===== config.mk =====
export PLATFORM = sky130hd
export DESIGN_NAME = seq_mult4
export DESIGN_NICKNAME = d
export VERILOG_FILES = /design/src/rtl/seq_mult4.sv
export SDC_FILE = /design/constraint.sdc
export NUM_CORES = 1
export LEC_CHECK = 0
export CORE_UTILIZATION = 41
export DETAILED_ROUTE_END_ITERATION = 16
export DONT_BUFFER_PORTS = 1
export HOLD_SLACK_MARGIN = 0.03
export PLACE_DENSITY = 0.58
export SYNTH_ARGS = -nofsm -noshare
export SYNTH_HDL_FRONTEND = slang
export SYNTH_SLANG_ARGS = --single-unit

===== constraint.sdc =====
create_clock -name clk -period 1.91 [get_ports clk]
set_input_delay 0.382 -clock clk [delete_from_list [all_inputs] [get_ports clk]]
set_output_delay 0.382 -clock clk [all_outputs]
set_load 0.01 [all_outputs]

===== src/rtl/seq_mult4.sv =====
// seq_mult4: 4x4 unsigned shift-and-add multiplier sequencing an external combinational 4-bit adder.
module seq_mult4 (
  input  logic       clk,
  input  logic       rst_n,
  input  logic       start,
  input  logic [3:0] mcand,
  input  logic [3:0] mplier,
  output logic [3:0] add_a,
  output logic [3:0] add_b,
  output logic       add_ci,
  input  logic [3:0] add_s,
  input  logic       add_co,
  output logic       busy,
  output logic       done,
  output logic [7:0] product
);
  typedef enum logic [1:0] {IDLE, RUN, DONE} state_t;
  state_t     state_q, state_d;
  logic [3:0] m_q, m_d, p_hi_q, p_hi_d, q_q, q_d;
  logic [1:0] cnt_q, cnt_d;
  logic [7:0] product_q, product_d;
  logic [7:0] shifted;
  assign add_a   = p_hi_q;
  assign add_b   = (state_q == RUN && q_q[0]) ? m_q : 4'd0;
  assign add_ci  = 1'b0;
  assign busy    = state_q == RUN;
  assign done    = state_q == DONE;
  assign product = product_q;
  // add-or-not already folded into the adder result; this is the right shift
  assign shifted = {add_co, add_s, q_q[3:1]};
  always_comb begin
    state_d   = state_q;
    m_d       = m_q;
    p_hi_d    = p_hi_q;
    q_d       = q_q;
    cnt_d     = cnt_q;
    product_d = product_q;
    if (state_q != RUN && start) begin
      m_d     = mcand;
      q_d     = mplier;
      p_hi_d  = 4'd0;
      cnt_d   = 2'd0;
      state_d = RUN;
    end else if (state_q == RUN) begin
      {p_hi_d, q_d} = shifted;
      cnt_d         = cnt_q + 2'd1;
      if (cnt_q == 2'd3) begin
        product_d = shifted;
        state_d   = DONE;
      end
    end else if (state_q == DONE) begin
      state_d = IDLE;
    end
  end
  always_ff @(posedge clk or negedge rst_n) begin
    if (!rst_n) begin
      state_q   <= IDLE;
      m_q       <= 4'd0;
      p_hi_q    <= 4'd0;
      q_q       <= 4'd0;
      cnt_q     <= 2'd0;
      product_q <= 8'd0;
    end else begin
      state_q   <= state_d;
      m_q       <= m_d;
      p_hi_q    <= p_hi_d;
      q_q       <= q_d;
      cnt_q     <= cnt_d;
      product_q <= product_d;
    end
  end
endmodule


==> results of run 1 <==
-- where the power goes --
| part | internal (mW) | switching (mW) | total [mW] | leakage [nW] |
|---|---|---|---|---|
| clock | 0.116 | 0.148 | 0.264 | 0.0210 |
| combinational | 0.314 | 0.280 | 0.594 | 0.211 |
| sequential | 0.752 | 0.219 | 0.971 | 0.290 |
| total | 1.18 | 0.647 | 1.83 | 0.522 |
-- layout make-up --
| type | instances | share of cell area, % |
|---|---|---|
| clock buffer | 4 | 3.24 |
| inverter | 4 | 1.34 |
| multi-input combinational | 45 | 35.4 |
| sequential | 24 | 53.6 |
| tap | 28 | 3.12 |
| timing repair buffer | 3 | 3.35 |
-- metal layers --
layer / track usage [%] / routed length, um / vias to the layer above
li1: - / - / 275
met1: 18.6 / 735 / 284
met2: 23.7 / 877 / 26
met3: 6.14 / 139 / 4
met4: 8.11 / 29 / 0
met5: 0 / 0 / -
-- per-stage QoR --
step | total power, mW | instance area [um2] | setup WS (ns)
5_1_grt | 1.97 | 1120 | 0.0841
3_3_place_gp | 1.52 | 1040 | 0.297
3_5_place_dp | 1.55 | 1040 | 0.239
2_1_floorplan | 1.42 | 1020 | 0.291
6_report | 1.83 | 1120 | 0.181
4_1_cts | 1.84 | 1110 | 0.0558
-- worst max-delay path, cell delays in order, from the launching register on --
cell and delay (ns):
dfrtp_1 0.42, inv_1 0.12, ha_4 0.26, and3_1 0.24
-- repair_timing --
action	in CTS	in global routing
endpoints found under the hold margin	24	0
resized for setup	1	1
hold buffers	2	0
setup endpoints to repair	5	5
-- final timing paths --
check                                       start                     end  slack [ns]  depth (start not counted)
hold / removal                           add_s[0]      q_q[3]$_DFFE_PN0P_        0.20                          2
max in group asynchronous                   rst_n      q_q[3]$_DFFE_PN0P_        1.29                          2
min in group asynchronous                   rst_n      m_q[0]$_DFFE_PN0P_        0.47                          2
setup reg to reg           state_q[1]$_DFFE_PN0P_  product[2]$_DFFE_PN0P_        0.58                          4
hold reg to reg              cnt_q[1]$_DFFE_PN0P_    cnt_q[1]$_DFFE_PN0P_        0.51                          1
setup / recovery           state_q[1]$_DFFE_PN0P_                add_b[3]        0.18                          3
-- synth_stat cells --
master | n | share of area (%)
o22ai_1 | 1 | 0.61
and3_1 | 4 | 2.4
mux2_2 | 13 | 14
ha_1 | 3 | 3.7
a21oi_1 | 1 | 0.49
conb_1 | 1 | 0.37
a22o_1 | 5 | 4.3
inv_1 | 4 | 1.5
nor2_4 | 1 | 1.1
nand2_1 | 4 | 1.5
o21ai_0 | 5 | 2.4
nand2_4 | 1 | 1.1
buf_2 | 2 | 0.98
a32o_1 | 1 | 0.98
nor2_1 | 1 | 0.37
buf_4 | 2 | 1.5
mux2i_1 | 4 | 3.9
dfrtp_1 | 24 | 59
-- cells by family after synthesis --
kind of cell             share of synthesized area [%]
multiplexers                                      18.2
other                                            0.366
AO/OA/AOI/OAI                                     8.79
flip-flops                                        58.6
buffers and inverters                             3.91
AND/OR/NAND/NOR                                   6.47
adder cells (fa/ha/maj)                           3.66
-- state kept, by name, summed over array words and instances, names as in the netlist --
register and flops:
product 8, add_a 4, m_q 4, q_q 4, cnt_q 2, state_q 2
==> flow_summary_export.csv, run 1 <==
group,metric,value,unit
sta,finalSetupTns,0,ns
clock_tree,h-tree-depth,1,
placement,dp_cells,102,
clock_tree,clockBufferDepth,2,
layout,multi_input_area,397,um2
yosys,synth_cells,77,
clock_tree,post_cts_buffers,0,
yosys,ys_ff_latch,24,
layout,fin_cells,108,
floorplan,start_util,45.0,%
setup_path,crit_type,"reg -> out",
sta,holdWs,0.198,ns
yosys,yosysUniqueCellTypes,18,
layout,final_core_util,49.3,%
clock_tree,clk_pin_slew,0.12,ns
setup_path,worstPathArrival,1.35,ns
clock_tree,numCtsBuffers,3,
placement,port_buffers,0,
sta,fin_crit,1.73,ns
route,num_vias,589,
grt,antenna_found_initial,0,
outcome,status,"complete, no violations",
power_and_ir_drop,peakVddDrop,0.000765,V
yosys,yosysWarnings,0,
sta,finalSetupViolCount,0,
route,routed_wl,1.78,mm
sta,finClkSkew,0.00546,ns
grt,grt-ovfl-total,0,
route,drtIter0Drc,1,
power_and_ir_drop,p_leak,0.522,nW
setup_path,start_kind,"flip-flop",
clock_tree,cts_root_buf,"clkbuf_4",
yosys,synth_area,1020,um2
floorplan,dieArea,2700,um2
route,routed_via_density,5.45,
layout,nets,100,
layout,final_common_cell,"dfrtp_1",
clock_tree,insertion_delay,0.31,ns
sta,fmax,0.578,GHz
route,post_drt_wl_per_cell,16.5,um
layout,antenna_cells,0,
setup_path,cp_max_fo,16,
worst_hold_path,min_path_type,"in -> reg",
floorplan,io_pins,35,
sta,fin_crit_sh,90.5,%
route,ant_nets,0,
grt,grt_pass1_wl,2.86,mm
setup_path,crit_path_end_kind,"primary output",
power_and_ir_drop,power_density,1630,nW/um2
clock_tree,cts_tree,"done",
setup_path,worstPathRequired,1.53,ns
grt,grt.total_usage,15.5,%
sta,hold_viol_final,0,
layout,ff_latch_area,601,um2
layout,areaGrowthSynthToFinish,9.40,%
route,drc_errors,0,
placement,dp_hpwl,1.27,mm
sta,slew_viol_final,0,
run,cap_violations,0,
layout,fillers,222,
floorplan,rows,17,
yosys,yosysSeqAreaShare,58.6,%
sta,rsz0062_at_grt,"no",
grt,grt_max_degree,25,
placement,routabilityCongestion,0.608,
layout,drive_above_1_share,27.5,%
clock_tree,clkSinkCount,24,
route,drtPass1Iterations,2,
floorplan,coreArea,2280,um2
floorplan,fp.dieH,52.0,um
grt,grt_pass1_vias,596,
floorplan,die-width,52.0,um
yosys,synth_fp_nets,96,
yosys,avgSynthCellArea,13.3,um2
layout,final_cell_mix,"dfrtp_1 (24), mux2_2 (13), o21ai_0 (5), a22o_1 (5)",
Note: power is estimated with default switching activity, not from simulation.
==> inputs of run 2 (changes only) <==
--- a/config.mk
+++ b/config.mk
@@ -7,9 +7,9 @@
 export LEC_CHECK = 0
 export CORE_UTILIZATION = 41
 export DETAILED_ROUTE_END_ITERATION = 16
-export DONT_BUFFER_PORTS = 1
 export HOLD_SLACK_MARGIN = 0.03
-export PLACE_DENSITY = 0.58
+export PLACE_DENSITY = 0.76
+export REMOVE_ABC_BUFFERS = 1
 export SYNTH_ARGS = -nofsm -noshare
 export SYNTH_HDL_FRONTEND = slang
 export SYNTH_SLANG_ARGS = --single-unit
==> run 2 against run 1 <==
  * Maximum frequency is 2.7% lower
  * Sequential share of layout area is 12 points lower
  * Via count is 20% higher
  * Final cell count is 32% higher
  * Critical path type unchanged
  * Largest power group is now combinational logic
  * Highest routed layer unchanged
==> flow_summary_export.csv, run 2 (synthesis gave the netlist of run 1 again) <==
group,metric,value,unit
outcome,status,"complete, no violations",
layout,ff_latch_area,601,um2
layout,areaGrowthSynthToFinish,40.9,%
placement,dp_cells,138,
sta,rsz0062_at_grt,"no",
setup_path,crit_family,"flip-flops",
route,routed_via_density,4.94,
setup_path,crit_buf_inv,2,
clock_tree,numCtsBuffers,3,
layout,multi_input_area,397,um2
route,drc_errors,0,
grt,grtUsageMet3,5.56,%
setup_path,worstPathRequired,1.53,ns
setup_path,reg2regPathDepth,6,
sta,finalSetupTns,0,ns
clock_tree,postCtsHoldBufs,0,
floorplan,coreArea,2280,um2
sta,finalSetupViolCount,0,
grt,grt-ovfl-total,0,
sta,hold_viol_final,0,
power_and_ir_drop,p_leak,0.678,nW
route,num_vias,706,
setup_path,crit_path_end_kind,"primary output",
power_and_ir_drop,power_density,1490,nW/um2
clock_tree,cts_root_buf,"clkbuf_4",
layout,final_cell_mix,"clkdlybuf4s50_1 (27), dfrtp_1 (24), mux2_2 (13)",
clock_tree,clkSinkCount,24,
setup_path,start_kind,"flip-flop",
clock_tree,cts_tree,"done",
sta,slew_viol_final,0,
layout,largest_reg_flops,8,
layout,final_common_cell,"clkdlybuf4s50_1",
sta,fmax,0.563,GHz
floorplan,rows,17,
setup_path,path_cells,"inv_1 -> ha_4 -> and3_1 -> dlygate4sd2_1",
power_and_ir_drop,power,2.16,mW
floorplan,die-width,52.0,um
setup_path,worstPathArrival,1.39,ns
sta,fin_crit,1.78,ns
layout,antenna_cells,0,
layout,nets,135,
floorplan,start_util,45.0,%
grt,gr-usage-met1,22.6,%
sta,finClkSkew,0.00198,ns
placement,port_buffers,33,
grt,grt.total_usage,17.6,%
grt,gr-max-usage-layer,"met2",
layout,fin_cells,143,
clock_tree,clk_pin_slew,0.13,ns
power_and_ir_drop,peakVddDrop,0.00109,V
placement,dp_hpwl,1.36,mm
layout,final_core_util,63.4,%
clock_tree,h-tree-depth,1,
sta,holdWs,0.404,ns
floorplan,io_pins,35,
grt,antenna_found_initial,0,
setup_path,cp_max_fo,6,
route,post_drt_wl_per_cell,13.3,um
grt,grtUsageMet2,26.3,%
layout,fillers,193,
route,ant_nets,0,
route,drtPass1Iterations,4,
route,drtIter0Drc,7,
setup_path,crit_type,"reg -> out",
floorplan,dieArea,2700,um2
run,cap_violations,0,
sta,fin_crit_sh,93.0,%
clock_tree,insertion_delay,0.31,ns
setup_path,slowest_stage,"dfrtp_1",
grt,grt_pass1_wl,3.36,mm
grt,grt_pass1_vias,754,
floorplan,fp.dieH,52.0,um
layout,drive_above_1_share,21.7,%
setup_path,path_depth,4,
clock_tree,clockBufferDepth,2,
grt,grt_max_degree,25,
worst_hold_path,min_path_type,"in -> async",
setup_path,cpPeakStageDelay,0.41,ns
placement,routabilityCongestion,0.692,
route,routed_wl,1.90,mm
-- run 2: power by group --
group / internal, mW / switching, mW / total, mW / leakage (nW)
Combinational: 0.585 / 0.415 / 1.00 / 0.366
Sequential: 0.751 / 0.138 / 0.890 / 0.290
Clock: 0.117 / 0.150 / 0.266 / 0.0210
Total: 1.45 / 0.703 / 2.16 / 0.678
-- run 2: worst paths after layout --
check / startpoint / endpoint / slack, ns
setup reg to reg: state_q[1]$_DFFE_PN0P_ / cnt_q[0]$_DFFE_PN0P_ / 0.34
max in group asynchronous: rst_n / add_a[2]$_DFFE_PN0P_ / 1.28
min in group clk: add_a[1]$_DFFE_PN0P_ / add_a[1]$_DFFE_PN0P_ / 0.51
hold / removal: rst_n / product[2]$_DFFE_PN0P_ / 0.40
hold reg to reg: add_a[1]$_DFFE_PN0P_ / add_a[1]$_DFFE_PN0P_ / 0.51
setup / recovery: state_q[1]$_DFFE_PN0P_ / add_b[3] / 0.13
-- run 2: cell type report --
type / instances / area share [%]
multi-input cells: 45 / 27.5
flip-flops and latches: 24 / 41.6
inverters: 4 / 1.04
repair buffers: 38 / 25.0
clock buffers: 4 / 2.51
well taps: 28 / 2.43
-- run 2: timing repair --
item | 4_1_cts | 5_1_grt
hold endpoints to repair | 0 | 0
setup buffers | 1 | 0
gates resized for setup | 8 | 0
setup endpoints to repair | 5 | 0
-- run 2: routing by layer --
layer,share of wire (%),vias to the layer above
li1,-,347
met1,46,327
met2,44,28
met3,8.2,4
met4,1.5,0
met5,0,-
-- run 2: worst reg2reg max path: stages, from the launching register on --
cell	delay [ns]
dfrtp_1	0.38
inv_1	0.08
ha_4	0.18
buf_4	0.13
buf_4	0.19
nor2_1	0.33
mux2_2	0.23
-- run 2: through the flow --
step	worst slack (ns)	cell area, um2
after floorplan	0.170	1000
after global placement	0.121	1400
after detailed placement	0.0831	1400
after CTS	0.118	1440
after global routing	0.0185	1440
final	0.134	1440
==> inputs of run 3 (changes only) <==
--- a/config.mk
+++ b/config.mk
@@ -5,10 +5,11 @@
 export SDC_FILE = /design/constraint.sdc
 export NUM_CORES = 1
 export LEC_CHECK = 0
-export CORE_UTILIZATION = 41
+export CORE_UTILIZATION = 44
 export DETAILED_ROUTE_END_ITERATION = 16
+export GPL_TIMING_DRIVEN = 0
 export HOLD_SLACK_MARGIN = 0.03
-export PLACE_DENSITY = 0.76
+export PLACE_DENSITY = 0.81
 export REMOVE_ABC_BUFFERS = 1
 export SYNTH_ARGS = -nofsm -noshare
 export SYNTH_HDL_FRONTEND = slang
==> constraint.sdc (replaced) <==
create_clock -name clk -period 1.91 [get_ports clk]
set_input_delay 0.382 -clock clk [delete_from_list [all_inputs] [get_ports clk]]
set_output_delay 0.382 -clock clk [all_outputs]
set_load 0.02 [all_outputs]
==> run 3 against run 2 <==
  * Cell area shrank 0.43%
  * Combinational power grew 17%
  * Worst hold slack gained 0.11 ns
  * Final cell count shrank 0.70%
  * Count of clock-buffer cells in the layout is the same
  * Setup slack lost 0.065 ns
  * Power grew 8.2%
  * Register-to-register slack gained 0.16 ns
  * Die area shrank 6.6%
  * Sequential power grew 0.4%
  * Maximum frequency shrank 3.5%
  * Core utilization grew 1.5 points
  * Largest power group unchanged
==> flow_summary_export.csv, run 3 (synthesis gave the netlist of run 1 again) <==
group,metric,value,unit
outcome,status,"complete, no violations",
worst_hold_path,whs_endpoint,"m_q[1]$_DFFE_PN0P_",
power_and_ir_drop,peakVddDrop,0.000984,V
sta,fin_crit,1.84,ns
grt,grt_pass1_wl,3.21,mm
clock_tree,clockBufferDepth,2,
sta,finClkSkew,0.00274,ns
run,cap_violations,0,
grt,grt_max_degree,25,
clock_tree,h-tree-depth,1,
setup_path,reg2regPathDepth,5,
power_and_ir_drop,p_leak,0.659,nW
setup_path,cp_max_fo,7,
floorplan,dieArea,2530,um2
sta,hold_viol_final,0,
route,num_vias,735,
setup_path,slowest_stage,"dfrtp_1",
power_and_ir_drop,switchingPower,0.851,mW
sta,slew_headroom,29.7,%
clock_tree,clk_pin_slew,0.13,ns
placement,dp_cells,134,
setup_path,crit_buf_inv,2,
layout,ff_latch_area,601,um2
sta,worst_pin_slew,1.05,ns
setup_path,crit_type,"reg -> out",
layout,largest_reg_flops,8,
worst_hold_path,min_from,"m_q[1]$_DFFE_PN0P_",
setup_path,reg2reg_from,"state_q[1]$_DFFE_PN0P_",
floorplan,die-width,50.3,um
setup_path,reg2reg_slack,0.50,ns
route,post_drt_wl_per_cell,14.2,um
setup_path,start_kind,"flip-flop",
clock_tree,insertion_delay,0.31,ns
setup_path,r2r_end,"product[7]$_DFFE_PN0P_",
setup_path,crit_family,"flip-flops",
setup_path,crit_path_end_kind,"primary output",
route,routed_wl,2.01,mm
layout,fillers,179,
route,drtPass1Iterations,4,
power_and_ir_drop,p_int,1.48,mW
power_and_ir_drop,power.share.sequential,38.3,%
grt,grt-ovfl-total,0,
clock_tree,cts_root_buf,"clkbuf_4",
power_and_ir_drop,power_frac_clock,11.3,%
worst_hold_path,hold_path_depth,1,
floorplan,coreArea,2210,um2
route,routed_via_density,5.18,
route,drc_errors,0,
power_and_ir_drop,power_density,1620,nW/um2
sta,fin_crit_sh,96.4,%
sta,fmax,0.543,GHz
floorplan,fp.dieH,50.3,um
floorplan,start_util,46.3,%
layout,final_cell_mix,"clkdlybuf4s50_1 (27), dfrtp_1 (24), mux2_2 (13)",
placement,routabilityCongestion,0.703,
clock_tree,numCtsBuffers,3,
worst_hold_path,min_path_type,"reg -> reg",
sta,slew_viol_final,0,
setup_path,cpPeakStageDelay,0.42,ns
layout,fin_cells,142,
sta,rsz0062_at_grt,"no",
route,ant_nets,0,
clock_tree,postCtsHoldBufs,0,
power_and_ir_drop,sw_frac_of_total,36.5,%
clock_tree,cts_tree,"done",
layout,multi_input_area,397,um2
layout,nets,134,
placement,port_buffers,33,
setup_path,path_depth,4,
floorplan,rows,17,
power_and_ir_drop,pwr-share-comb,50.4,%
layout,antenna_cells,0,
layout,areaGrowthSynthToFinish,40.3,%
setup_path,path_cells,"inv_1 -> ha_4 -> and3_1 -> clkdlybuf4s15_1",
floorplan,io_pins,35,
clock_tree,clkSinkCount,24,
layout,final_common_cell,"clkdlybuf4s50_1",
grt,grt_pass1_vias,705,
setup_path,worstPathArrival,1.46,ns
sta,finalSetupViolCount,0,
placement,dp_hpwl,1.36,mm
sta,holdWs,0.516,ns
route,drtIter0Drc,4,
layout,drive_above_1_share,21.9,%
grt,grt.total_usage,17.5,%
setup_path,worstPathRequired,1.53,ns
grt,antenna_found_initial,0,
[run 3: cell types whose count changed in the layout (fill, tap and decap cells not counted)]
cell,previous run,this run
buf_4,5,4
clkbuf_2,0,1
clkdlybuf4s15_1,0,4
dlygate4sd2_1,6,1
[run 3: layer usage]
layer  track usage [%]  share of wire [%]  vias to the layer above  routed length, um
li1                  -                  -                      344                  -
met1              19.7                 45                      367                908
met2              31.6                 51                       22               1020
met3              2.12                3.3                        2                 66
met4              10.0               0.84                        0                 17
met5                 0                  0                        -                  0
[run 3: layout make-up]
cell class	count	area share, %
clock buffer	4	2.52
timing repair buffer	37	24.6
inverter	4	1.04
multi-input combinational	45	27.6
tap	28	2.44
sequential	24	41.8
[run 3: worst max path at each step]
stage                                       from       end
after CTS                 state_q[1]$_DFFE_PN0P_  add_b[3]
after global placement    state_q[1]$_DFFE_PN0P_  add_b[3]
after floorplan           state_q[1]$_DFFE_PN0P_  add_b[0]
after detailed placement  state_q[1]$_DFFE_PN0P_  add_b[3]
after global routing      state_q[1]$_DFFE_PN0P_  add_b[3]
final                     state_q[1]$_DFFE_PN0P_  add_b[3]
[run 3: what timing repair did]
item                                    in CTS  in global routing
buffers inserted                             4                  0
resized for setup                            8                  6
endpoints found under the setup margin      15                  5
[run 3: stage by stage]
| stage | utilization [%] | total power [mW] | worst slack (ns) | TNS, ns | instance area (um2) |
|---|---|---|---|---|---|
| floorplan | - | 1.53 | 0.0285 | 0 | 1000 |
| global placement | 61.7 | 1.97 | -0.499 | -2.37 | 1370 |
| detailed placement | 61.7 | 2.02 | -0.567 | -2.65 | 1370 |
| CTS | 64.9 | 2.35 | 0.0228 | 0 | 1440 |
| global route | 65.0 | 2.47 | 0.0103 | 0 | 1440 |
| finish | 65.0 | 2.33 | 0.0684 | 0 | 1440 |
[run 3: power by group through the flow]
| stage | Clock (mW) | Sequential, mW | Combinational, mW |
|---|---|---|---|
| after CTS | 0.272 | 0.897 | 1.18 |
| after detailed placement | 0 | 0.900 | 1.12 |
| final | 0.263 | 0.894 | 1.17 |
| after global placement | 0 | 0.887 | 1.08 |
| after global routing | 0.282 | 0.926 | 1.26 |
| after floorplan | 0 | 1.03 | 0.503 |
